==> config.mk <==
export PLATFORM = sky130hd
export DESIGN_NAME = frec_seq
export DESIGN_NICKNAME = d
export VERILOG_FILES = /design/src/rtl/frec_seq.sv
export SDC_FILE = /design/constraint.sdc
export NUM_CORES = 1
export LEC_CHECK = 0
export ABC_AREA = 1
export CAP_MARGIN = 10
export CORE_MARGIN = 1.5
export CORE_UTILIZATION = 50
export CTS_BUF_LIST = sky130_fd_sc_hd__clkbuf_4 sky130_fd_sc_hd__clkbuf_8
export DETAILED_ROUTE_END_ITERATION = 6
export GPL_TIMING_DRIVEN = 0
export PLACE_DENSITY_LB_ADDON = 0.2
export SYNTH_ARGS = -nofsm -noshare
export SYNTH_HDL_FRONTEND = slang
export SYNTH_SLANG_ARGS = --single-unit
==> constraint.sdc <==
create_clock -name i_clk -period 2.6 [get_ports i_clk]
set_input_delay 0.26 -clock i_clk [delete_from_list [all_inputs] [get_ports i_clk]]
set_output_delay 0.26 -clock i_clk [all_outputs]
set_load 0.02 [all_outputs]
==> src/rtl/frec_seq.sv <==
// frec_seq -- table-driven frequency sequencer.
//
// Holds a 4-entry table of {divide, repeat} pairs. When started, it walks the
// table from the lowest entry with a nonzero repeat count. For each entry it
// emits REP periods of o_clk2, where each period is 2*D input clocks and
// D = DIV (D = 1 when DIV = 0). Entries with REP = 0 are skipped. With
// i_loop = 1 the walk wraps from entry 3 back to entry 0.
//
// Ports:
//   i_clk    : clock; all state changes on its rising edge
//   i_rst_n  : asynchronous active-low reset; also clears the table
//   i_we     : table write strobe; ignored while o_busy = 1
//   i_addr   : table entry index for writes
//   i_wdiv   : divide value written to entry i_addr
//   i_wrep   : repeat count written to entry i_addr
//   i_start  : start the sequence (IDLE only)
//   i_stop   : abort the sequence; wins over start and over completion
//   i_loop   : 1 = wrap from entry 3 to entry 0, 0 = finish after entry 3
//   o_clk2   : divided output clock, registered
//   o_idx    : index of the active entry
//   o_busy   : high while running
//   o_done   : one-cycle pulse on sequence completion
module frec_seq #(
    parameter int unsigned DW = 16,
    parameter int unsigned RW = 8
) (
    input  logic          i_clk,
    input  logic          i_rst_n,
    input  logic          i_we,
    input  logic [1:0]    i_addr,
    input  logic [DW-1:0] i_wdiv,
    input  logic [RW-1:0] i_wrep,
    input  logic          i_start,
    input  logic          i_stop,
    input  logic          i_loop,
    output logic          o_clk2,
    output logic [1:0]    o_idx,
    output logic          o_busy,
    output logic          o_done
);

    typedef enum logic [1:0] {
        S_IDLE = 2'd0,
        S_RUN  = 2'd1,
        S_FIN  = 2'd2
    } state_t;

    state_t        r_state;
    state_t        w_state_nxt;

    logic [DW-1:0] r_div [4];
    logic [RW-1:0] r_rep [4];
    logic [DW-1:0] r_cnt;
    logic [RW-1:0] r_per;
    logic          r_clk2;
    logic [1:0]    r_idx;

    logic [DW-1:0] w_dlim;
    logic [RW-1:0] w_per_inc;
    logic          w_tick;
    logic          w_fall;
    logic          w_entry_done;
    logic          w_any;
    logic [1:0]    w_first;
    logic          w_has_next;
    logic [1:0]    w_next;
    logic [1:0]    w_cand;

    // Terminal count of the divider: D-1, with DIV = 0 treated as D = 1.
    assign w_dlim       = (r_div[r_idx] == '0) ? '0 : r_div[r_idx] - 1'b1;
    assign w_tick       = (r_cnt == w_dlim);
    assign w_fall       = w_tick && r_clk2;
    assign w_per_inc    = r_per + 1'b1;
    assign w_entry_done = w_fall && (w_per_inc == r_rep[r_idx]);

    // Lowest entry with a nonzero repeat count.
    always_comb begin
        w_any   = 1'b0;
        w_first = '0;
        for (int unsigned k = 0; k < 4; k++) begin
            if (!w_any && r_rep[k] != '0) begin
                w_any   = 1'b1;
                w_first = 2'(k);
            end
        end
    end

    // Next active entry after r_idx, searched in wrap order idx+1, idx+2,
    // idx+3, idx. Candidates at or below r_idx have wrapped past entry 3 and
    // are only eligible with i_loop set, so i_loop is sampled at each decision.
    always_comb begin
        w_has_next = 1'b0;
        w_next     = '0;
        w_cand     = '0;
        for (int unsigned k = 1; k <= 4; k++) begin
            w_cand = r_idx + 2'(k);
            if (!w_has_next && r_rep[w_cand] != '0 &&
                ((w_cand > r_idx) || i_loop)) begin
                w_has_next = 1'b1;
                w_next     = w_cand;
            end
        end
    end

    always_ff @(posedge i_clk or negedge i_rst_n) begin
        if (!i_rst_n) begin
            r_state <= S_IDLE;
        end else begin
            r_state <= w_state_nxt;
        end
    end

    always_comb begin
        w_state_nxt = r_state;
        case (r_state)
            S_IDLE: begin
                if (i_start && !i_stop) begin
                    w_state_nxt = w_any ? S_RUN : S_FIN;
                end
            end
            S_RUN: begin
                if (i_stop) begin
                    w_state_nxt = S_IDLE;
                end else if (w_entry_done && !w_has_next) begin
                    w_state_nxt = S_FIN;
                end
            end
            S_FIN:   w_state_nxt = S_IDLE;
            default: w_state_nxt = S_IDLE;
        endcase
    end

    always_ff @(posedge i_clk or negedge i_rst_n) begin
        if (!i_rst_n) begin
            for (int unsigned k = 0; k < 4; k++) begin
                r_div[k] <= '0;
                r_rep[k] <= '0;
            end
            r_cnt  <= '0;
            r_per  <= '0;
            r_clk2 <= 1'b0;
            r_idx  <= '0;
        end else begin
            if (i_we && r_state != S_RUN) begin
                r_div[i_addr] <= i_wdiv;
                r_rep[i_addr] <= i_wrep;
            end
            if (r_state == S_RUN) begin
                if (i_stop) begin
                    r_cnt  <= '0;
                    r_per  <= '0;
                    r_clk2 <= 1'b0;
                end else if (w_tick) begin
                    r_cnt  <= '0;
                    r_clk2 <= ~r_clk2;
                    // Entry switches happen only on the falling toggle, so the
                    // new ratio always starts from o_clk2 = 0.
                    if (w_fall) begin
                        if (w_entry_done) begin
                            r_per <= '0;
                            if (w_has_next) begin
                                r_idx <= w_next;
                            end
                        end else begin
                            r_per <= w_per_inc;
                        end
                    end
                end else begin
                    r_cnt <= r_cnt + 1'b1;
                end
            end else begin
                r_cnt  <= '0;
                r_per  <= '0;
                r_clk2 <= 1'b0;
                if (r_state == S_IDLE && i_start && !i_stop) begin
                    r_idx <= w_first;
                end
            end
        end
    end

    assign o_clk2 = r_clk2;
    assign o_idx  = r_idx;
    assign o_busy = (r_state == S_RUN);
    assign o_done = (r_state == S_FIN);

endmodule

==> run metrics, run 1 <==
HP Class=input port to async pin; Cell Area, Placed=7830 sq um; gr usage total=27.1%; met2 usage=42.8%; height of the die=123 um; critical path class=flop to flop; pin count of the biggest net entering global routing=66; Pins Over Slew Limit=0; cell family with most CP delay=simple AND/OR/NAND/NOR gates; Antenna Nets Post-Route=0; Routability Congestion=0.925; top-area cell type share of the netlist area=43.4%; overall power=11100 uW; most frequent CP cell=nand2_4; CTS tree=yes; post-synth cell types=38; Die Wd=123 um; RSZ-0062 raised after global routing=yes; total CTS buffers=17; post-synth top area cell=dfrtp_1; initial antenna violation count=0; sequential-to-total area share from yosys stat=43.4%; Final Hold Vio Count=0; outcome=finished, violations left; worst-margin pin slew=606 ps; DP HPWL=13200 um; startpoint types=flop; diode count=0; register bit count reported by yosys=125; Crit Path Max Fanout=8; slowest stage delay, CP=460 ps; Post-Syn Nets=1018; I/O Buffers=36; Syn Inst Count=981; fin cells=1269; die area=15100 sq um; # IOs=37; cell area after layout=9010 sq um; worst path arrival time=3170 ps; syn avg cell area=7.34 sq um; worst hold slack=350 ps; Max Clock Skew=11.0 ps; clock tree buffer depth=2; proportion of layout cells with a drive suffix above 1=20.3%; Yosys warnings=0; cells along the critical path=buf_8, buf_4, nand2_1, nand3_1, nand2_2, nand2_4, nor2_4, nand2_4, inv_4, nand2_4, buf_2, nand4_1, nand2_1, nor2_1, nand2_1, nor2_4, nand2_2, nand2_4, buf_6, buf_8, nor2_1; synthesized area=7200 sq um; first-pass iteration count of the detailed router=5; CORE AREA=14000 sq um; worst-skew pair later-pin latency=450 ps; placed cells=1198; # rows=43; CTS H-Tree Depth=4; Clock Tree Root=clkbuf_8; Leak=0.00431 uW; Worst Path Required=2940 ps; met1 Use GR=37.5%; ranking of synthesized cells by area=dfrtp_1, nand2_1, o21ai_0; setup slack after layout=-235 ps; clock sink total=125; NumNets Final=1113; slowest CP cell=dfrtp_2; grt total ovfl=0; drt via density=5.35; met3 Resource Use GR=6.00%; vias in the first global route=6462; Clock Pin Slew Worst Setup and Hold Paths=80 ps; Vias=6792; Final Setup Violations=29; DR iter-0 viols=592; Tmin final=2840 ps; initial core utilization=51.5%; busiest grt layer=met2; slew margin rel.=59.5%; Post-Route WL=19300 um; Area growth, synth to finish=25.1%; Worst setup EP type=flop; WP buf/inv=6; failing checks=negative setup slack; post-layout util=64.4%; first-pass GRT wire length=31400 um; routed length per instance=15.2 um; period utilization=109%; Cell Pwr Density=1230 nW/um^2; Max VDD drop=0.954 mV; Residual DRC=0; max cap viols=0; FMAX=353 MHz
-- placed cells by master, fill, tap and decap left out, types with 5 or more instances in the layout --
cell             count
clkbuf_8            18
o21ai_2              6
nand3b_1             5
nor3_2               5
or2_2                5
nand2_1            282
nor2_2              17
nand2_2             37
xor2_1              14
clkbuf_1            19
buf_4               34
dfrtp_1            123
buf_8                8
nor3_1               7
o21ai_0            117
nand3_2             14
nand4_1             28
o21ai_1             11
nor2_1              51
inv_1               89
nand3_1             59
nand2_4             11
buf_6                7
nor4_1               6
clkdlybuf4s50_1     35
a21oi_1              6
nor2_4               8
-- path summary, 6_finish.rpt --
kind                                            start               endpoint  slack, ps  depth (start not counted)
worst max-delay path             o_idx[0]$_DFFE_PN0P_    r_cnt[11]$_DFF_PN0_       -240                         21
worst min-delay path                          i_rst_n   r_per[1]$_DFFE_PN0P_        350                          2
worst max register to register   o_idx[0]$_DFFE_PN0P_    r_cnt[11]$_DFF_PN0_       -240                         21
worst min register to register  r_div[53]$_DFFE_PN0P_  r_div[53]$_DFFE_PN0P_        490                          2
max in group asynchronous                     i_rst_n  r_div[11]$_DFFE_PN0P_       1540                          3
min in group i_clk                          i_wdiv[8]  r_div[56]$_DFFE_PN0P_        420                          3
-- synth_stat cells --
| cell | instances |
|---|---|
| dfrtp_1 | 125 |
| or2_2 | 6 |
| o2111ai_1 | 1 |
| clkbuf_1 | 20 |
| nor2_1 | 65 |
| and3b_1 | 1 |
| nand3_1 | 72 |
| o21bai_1 | 1 |
| buf_6 | 8 |
| nand4_1 | 28 |
| nor3_2 | 2 |
| nand3b_1 | 5 |
| nand3_4 | 1 |
| buf_1 | 1 |
| o21ai_0 | 126 |
| nor3_1 | 10 |
| buf_4 | 3 |
| nand2_4 | 4 |
| xor2_1 | 14 |
| inv_2 | 7 |
| o21a_1 | 2 |
| nand2_2 | 12 |
| o21ai_1 | 3 |
| mux2i_1 | 4 |
| o22ai_1 | 1 |
| buf_2 | 7 |
| o21ai_2 | 5 |
| nand3_2 | 4 |
| nor3b_1 | 4 |
| nor2_4 | 4 |
| nor2_2 | 7 |
| ha_1 | 5 |
| a31o_2 | 1 |
| nor4_1 | 8 |
| xnor2_1 | 4 |
| inv_1 | 90 |
| nand2_1 | 314 |
| a21oi_1 | 6 |
-- per-stage QoR --
step                      setup TNS (ps)  setup WS [ps]
final                              -4660           -235
after global routing               -9380           -389
after CTS                          -2510           -144
after detailed placement           -9980           -436
after global placement           -462020          -4090
after floorplan                        0           10.0
-- power breakdown --
part	internal, uW	total [uW]	switching, uW	leakage, uW
sequential	2740	3250	514	0.00159
combinational	2410	6000	3590	0.00251
clock	994	1870	872	0.000213
total	6140	11100	4980	0.00431
-- sequential cells by signal, indices dropped and copies added, names as in the netlist --
name     flops
o_idx        2
r_state      2
r_per        8
r_div       64
r_cnt       16
r_rep       32
o_clk2       1
-- timing repair --
item / in CTS / in global routing
gates resized for setup: 71 / 54
pin swaps: 31 / 12
hold buffers: 1 / 0
cloned: 3 / 0
endpoints found under the hold margin: 60 / 0
setup endpoints to repair: 29 / 90
setup buffers: 27 / 8
-- final cells by class --
| type | instances | area [sq um] |
|---|---|---|
| clock buffers | 18 | 248 |
| repair buffers | 76 | 734 |
| well taps | 180 | 225 |
| plain buffers | 39 | 287 |
| fillers | 1229 | 4980 |
| inverters | 97 | 374 |
| clock inverters | 14 | 183 |
| flip-flops and latches | 125 | 3130 |
| multi-input cells | 720 | 3830 |
-- metal layers --
metal | up-vias | routed length (um)
li1 | 3367 | -
met1 | 3199 | 8960
met2 | 198 | 9000
met3 | 28 | 1070
met4 | 0 | 316
met5 | - | 0
-- cell families (layout without fill, tap and decap cells) --
kind of cell             Yosys count  count (layout)  share of synthesized area [%]
buffers and inverters            136             244                           8.20
AND/OR/NAND/NOR                  547             547                           34.1
AO/OA/AOI/OAI                    146             146                           10.6
multiplexers                       4               4                          0.556
flip-flops                       125             125                           43.4
adder cells (fa/ha/maj)            5               5                          0.869
XOR/XNOR                          18              18                           2.19
No activity file was read; power rests on OpenSTA's default activity.
==> run 2, diff against run 1 <==
CORE_ASPECT_RATIO = 1.4   (was unset)
==> run 2 against run 1 <==
Net effect:
- the flow still finishes with violations (negative setup slack)
- worst setup slack improved by 26 ps
- wire length is 1.4% higher
- utilization hardly changed
- largest cell class unchanged
- hold slack got worse by 120 ps
- first-iteration DRC count decreased by 21%
- via count rose by 0.44%
- cell count barely moved
- register-to-register slack gained 30 ps
- design area hardly changed
- sequential share of layout area hardly changed
- clock skew grew 5.8 ps
- critical path depth is the same
==> run metrics, run 2 (same netlist as run 1, synthesis figures left out) <==
slowest CP cell=dfrtp_2; DP HPWL=13600 um; vias in the first global route=6600; gr usage total=26.9%; Max Clock Skew=16.8 ps; die area=15100 sq um; setup slack after layout=-209 ps; combinational power share=53.0%; Residual DRC=0; Pins Over Slew Limit=0; CORE AREA=14000 sq um; Worst setup EP type=flop; Power Internal=6210 uW; grt total ovfl=0; # rows=51; initial antenna violation count=0; CP Launch Point=o_idx[0]$_DFFE_PN0P_; period utilization=108%; Tmin final=2810 ps; HP Class=input port to async pin; slew margin rel.=52.8%; height of the die=145 um; FMAX=356 MHz; Post-Route WL=19600 um; DR iter-0 viols=465; sequential share of power=29.2%; first-pass GRT wire length=32100 um; most frequent cells in the layout=nand2_1, dfrtp_1, o21ai_0; Reg-to-Reg Start=o_idx[0]$_DFFE_PN0P_; startpoint types=flop; critical path class=flop to flop; first-pass iteration count of the detailed router=5; max cap viols=0; Die Wd=104 um; outcome=finished, violations left; failing checks=negative setup slack; post-layout util=64.5%; # IOs=37; Reg area=3130 sq um; Leak=0.00435 uW; pin count of the biggest net entering global routing=101; Area growth, synth to finish=25.0%; worst reg2reg setup slack=-210 ps; number of flip-flops in the largest register=64; worst hold slack=227 ps; Psw=4960 uW; Largest regs=r_div x64, r_rep x32, r_cnt x16; cell area after layout=9010 sq um; area occupied by multi-input gates=3810 sq um; Sw Share=44.4%; commonest non-fill, non-tap cell in the layout=nand2_1; total CTS buffers=17; initial core utilization=51.5%; Antenna Nets Post-Route=0; Worst Path Required=2990 ps; worst-margin pin slew=705 ps; routed length per instance=15.5 um; Max VDD drop=0.614 mV; Cell Pwr Density=1240 nW/um^2; proportion of layout cells with a drive suffix above 1=19.1%; Clock Tree Root=clkbuf_8; Crit Path Max Fanout=7; NumNets Final=1109; WP buf/inv=3; drt via density=5.37; clock sink total=125; Biggest register=r_div; slowest stage delay, CP=430 ps; I/O Buffers=36; Final Hold Vio Count=0; diode count=0; RSZ-0062 raised after global routing=yes; Cell Area, Placed=7840 sq um; Clock power frac=17.7%; cell family with most CP delay=simple AND/OR/NAND/NOR gates; CTS tree=yes; Routability Congestion=0.879; worst-skew pair later-pin latency=460 ps; Final Setup Violations=29; Vias=6822; Clock Pin Slew Worst Setup and Hold Paths=70 ps; clock tree buffer depth=2; # fillers=1212; worst path arrival time=3200 ps; cells along the critical path=buf_8, buf_8, nand2_2, nand3_2, nand2_4, ha_4, nand3_4, nor2_4, nand2_4, buf_6, nand4_1, nand2_1, nor2_1, nand2_1, nor2_1, nand2_1, nor2_2, nand2_2, nor2_4, nand2_4, o21ai_2; CTS H-Tree Depth=4
==> run 2: cell count changes in the layout (fill, tap and decap cells not counted), sizes merged <==
cell | previous run | this run
bufinv | 3 | 4
inv | 102 | 100
clkinvlp | 2 | 1
buf | 57 | 55
==> run 2: final cells by class <==
class                   count  area share (%)
plain buffers              39            3.29
repair buffers             72            7.90
inverters                  97            4.10
well taps                 185            2.57
multi-input cells         720            42.3
flip-flops and latches    125            34.8
clock buffers              20            3.06
clock inverters            12            2.01
==> run 2: timing repair <==
| item | 4_1_cts | 5_1_grt |
|---|---|---|
| pin swaps | 14 | 23 |
| endpoints found under the setup margin | 29 | 73 |
| buffers inserted | 26 | 6 |
| resized for setup | 55 | 66 |
| cloned | 2 | 0 |
| endpoints found under the hold margin | 25 | 0 |
| hold buffers | 1 | 0 |
==> run 2: per-layer routing <==
| layer | vias up | routed length (um) | share of wire [%] | track usage (%) |
|---|---|---|---|---|
| met3 | 43 | 866 | 4.4 | 4.54 |
| met5 | - | 0 | 0 | 0 |
| met4 | 0 | 557 | 2.8 | 12.0 |
| met1 | 3228 | 8150 | 42 | 33.1 |
| met2 | 194 | 10100 | 51 | 46.2 |
| li1 | 3357 | - | - | - |
==> run 2: worst paths after layout <==
check / to / cells past startpoint
max: r_per[3]$_DFFE_PN0P_ / 21
max reg2reg: r_per[3]$_DFFE_PN0P_ / 21
min reg2reg: r_div[19]$_DFFE_PN0P_ / 2
min in group i_clk: r_div[29]$_DFFE_PN0P_ / 3
min: r_per[1]$_DFFE_PN0P_ / 2
max in group asynchronous: r_div[41]$_DFFE_PN0P_ / 3
==> run 2: power by group through the flow <==
stage	Combinational [uW]	Clock, uW	Sequential (uW)
floorplan	3730	0	3140
global placement	4710	0	3240
detailed placement	4810	0	3250
CTS	5470	1990	3220
global route	6640	2070	3350
finish	5920	1980	3260
==> run 2: worst reg2reg max path: stages (launching register included) <==
cell     delay, ps
dfrtp_2        430
buf_8          150
buf_8          140
nand2_2         60
nand3_2        100
nand2_4        110
ha_4           150
nand3_4        140
nor2_4         140
nand2_4        110
buf_6          150
nand4_1         70
nand2_1         80
nor2_1          90
nand2_1         70
nor2_1          80
nand2_1         70
nor2_2          90
nand2_2         90
nor2_4         180
nand2_4        110
o21ai_2        130
==> run 2: metrics by stage <==
stage / power (uW) / TNS, ps / setup WS (ps) / instances
3_5_place_dp: 8060 / -10680 / -471 / 1203
6_report: 11200 / -3750 / -209 / 1270
5_1_grt: 12100 / -8500 / -420 / 1270
2_1_floorplan: 6870 / 0 / 10.0 / 981
4_1_cts: 10700 / -2610 / -165 / 1264
3_3_place_gp: 7940 / -458250 / -4030 / 1202
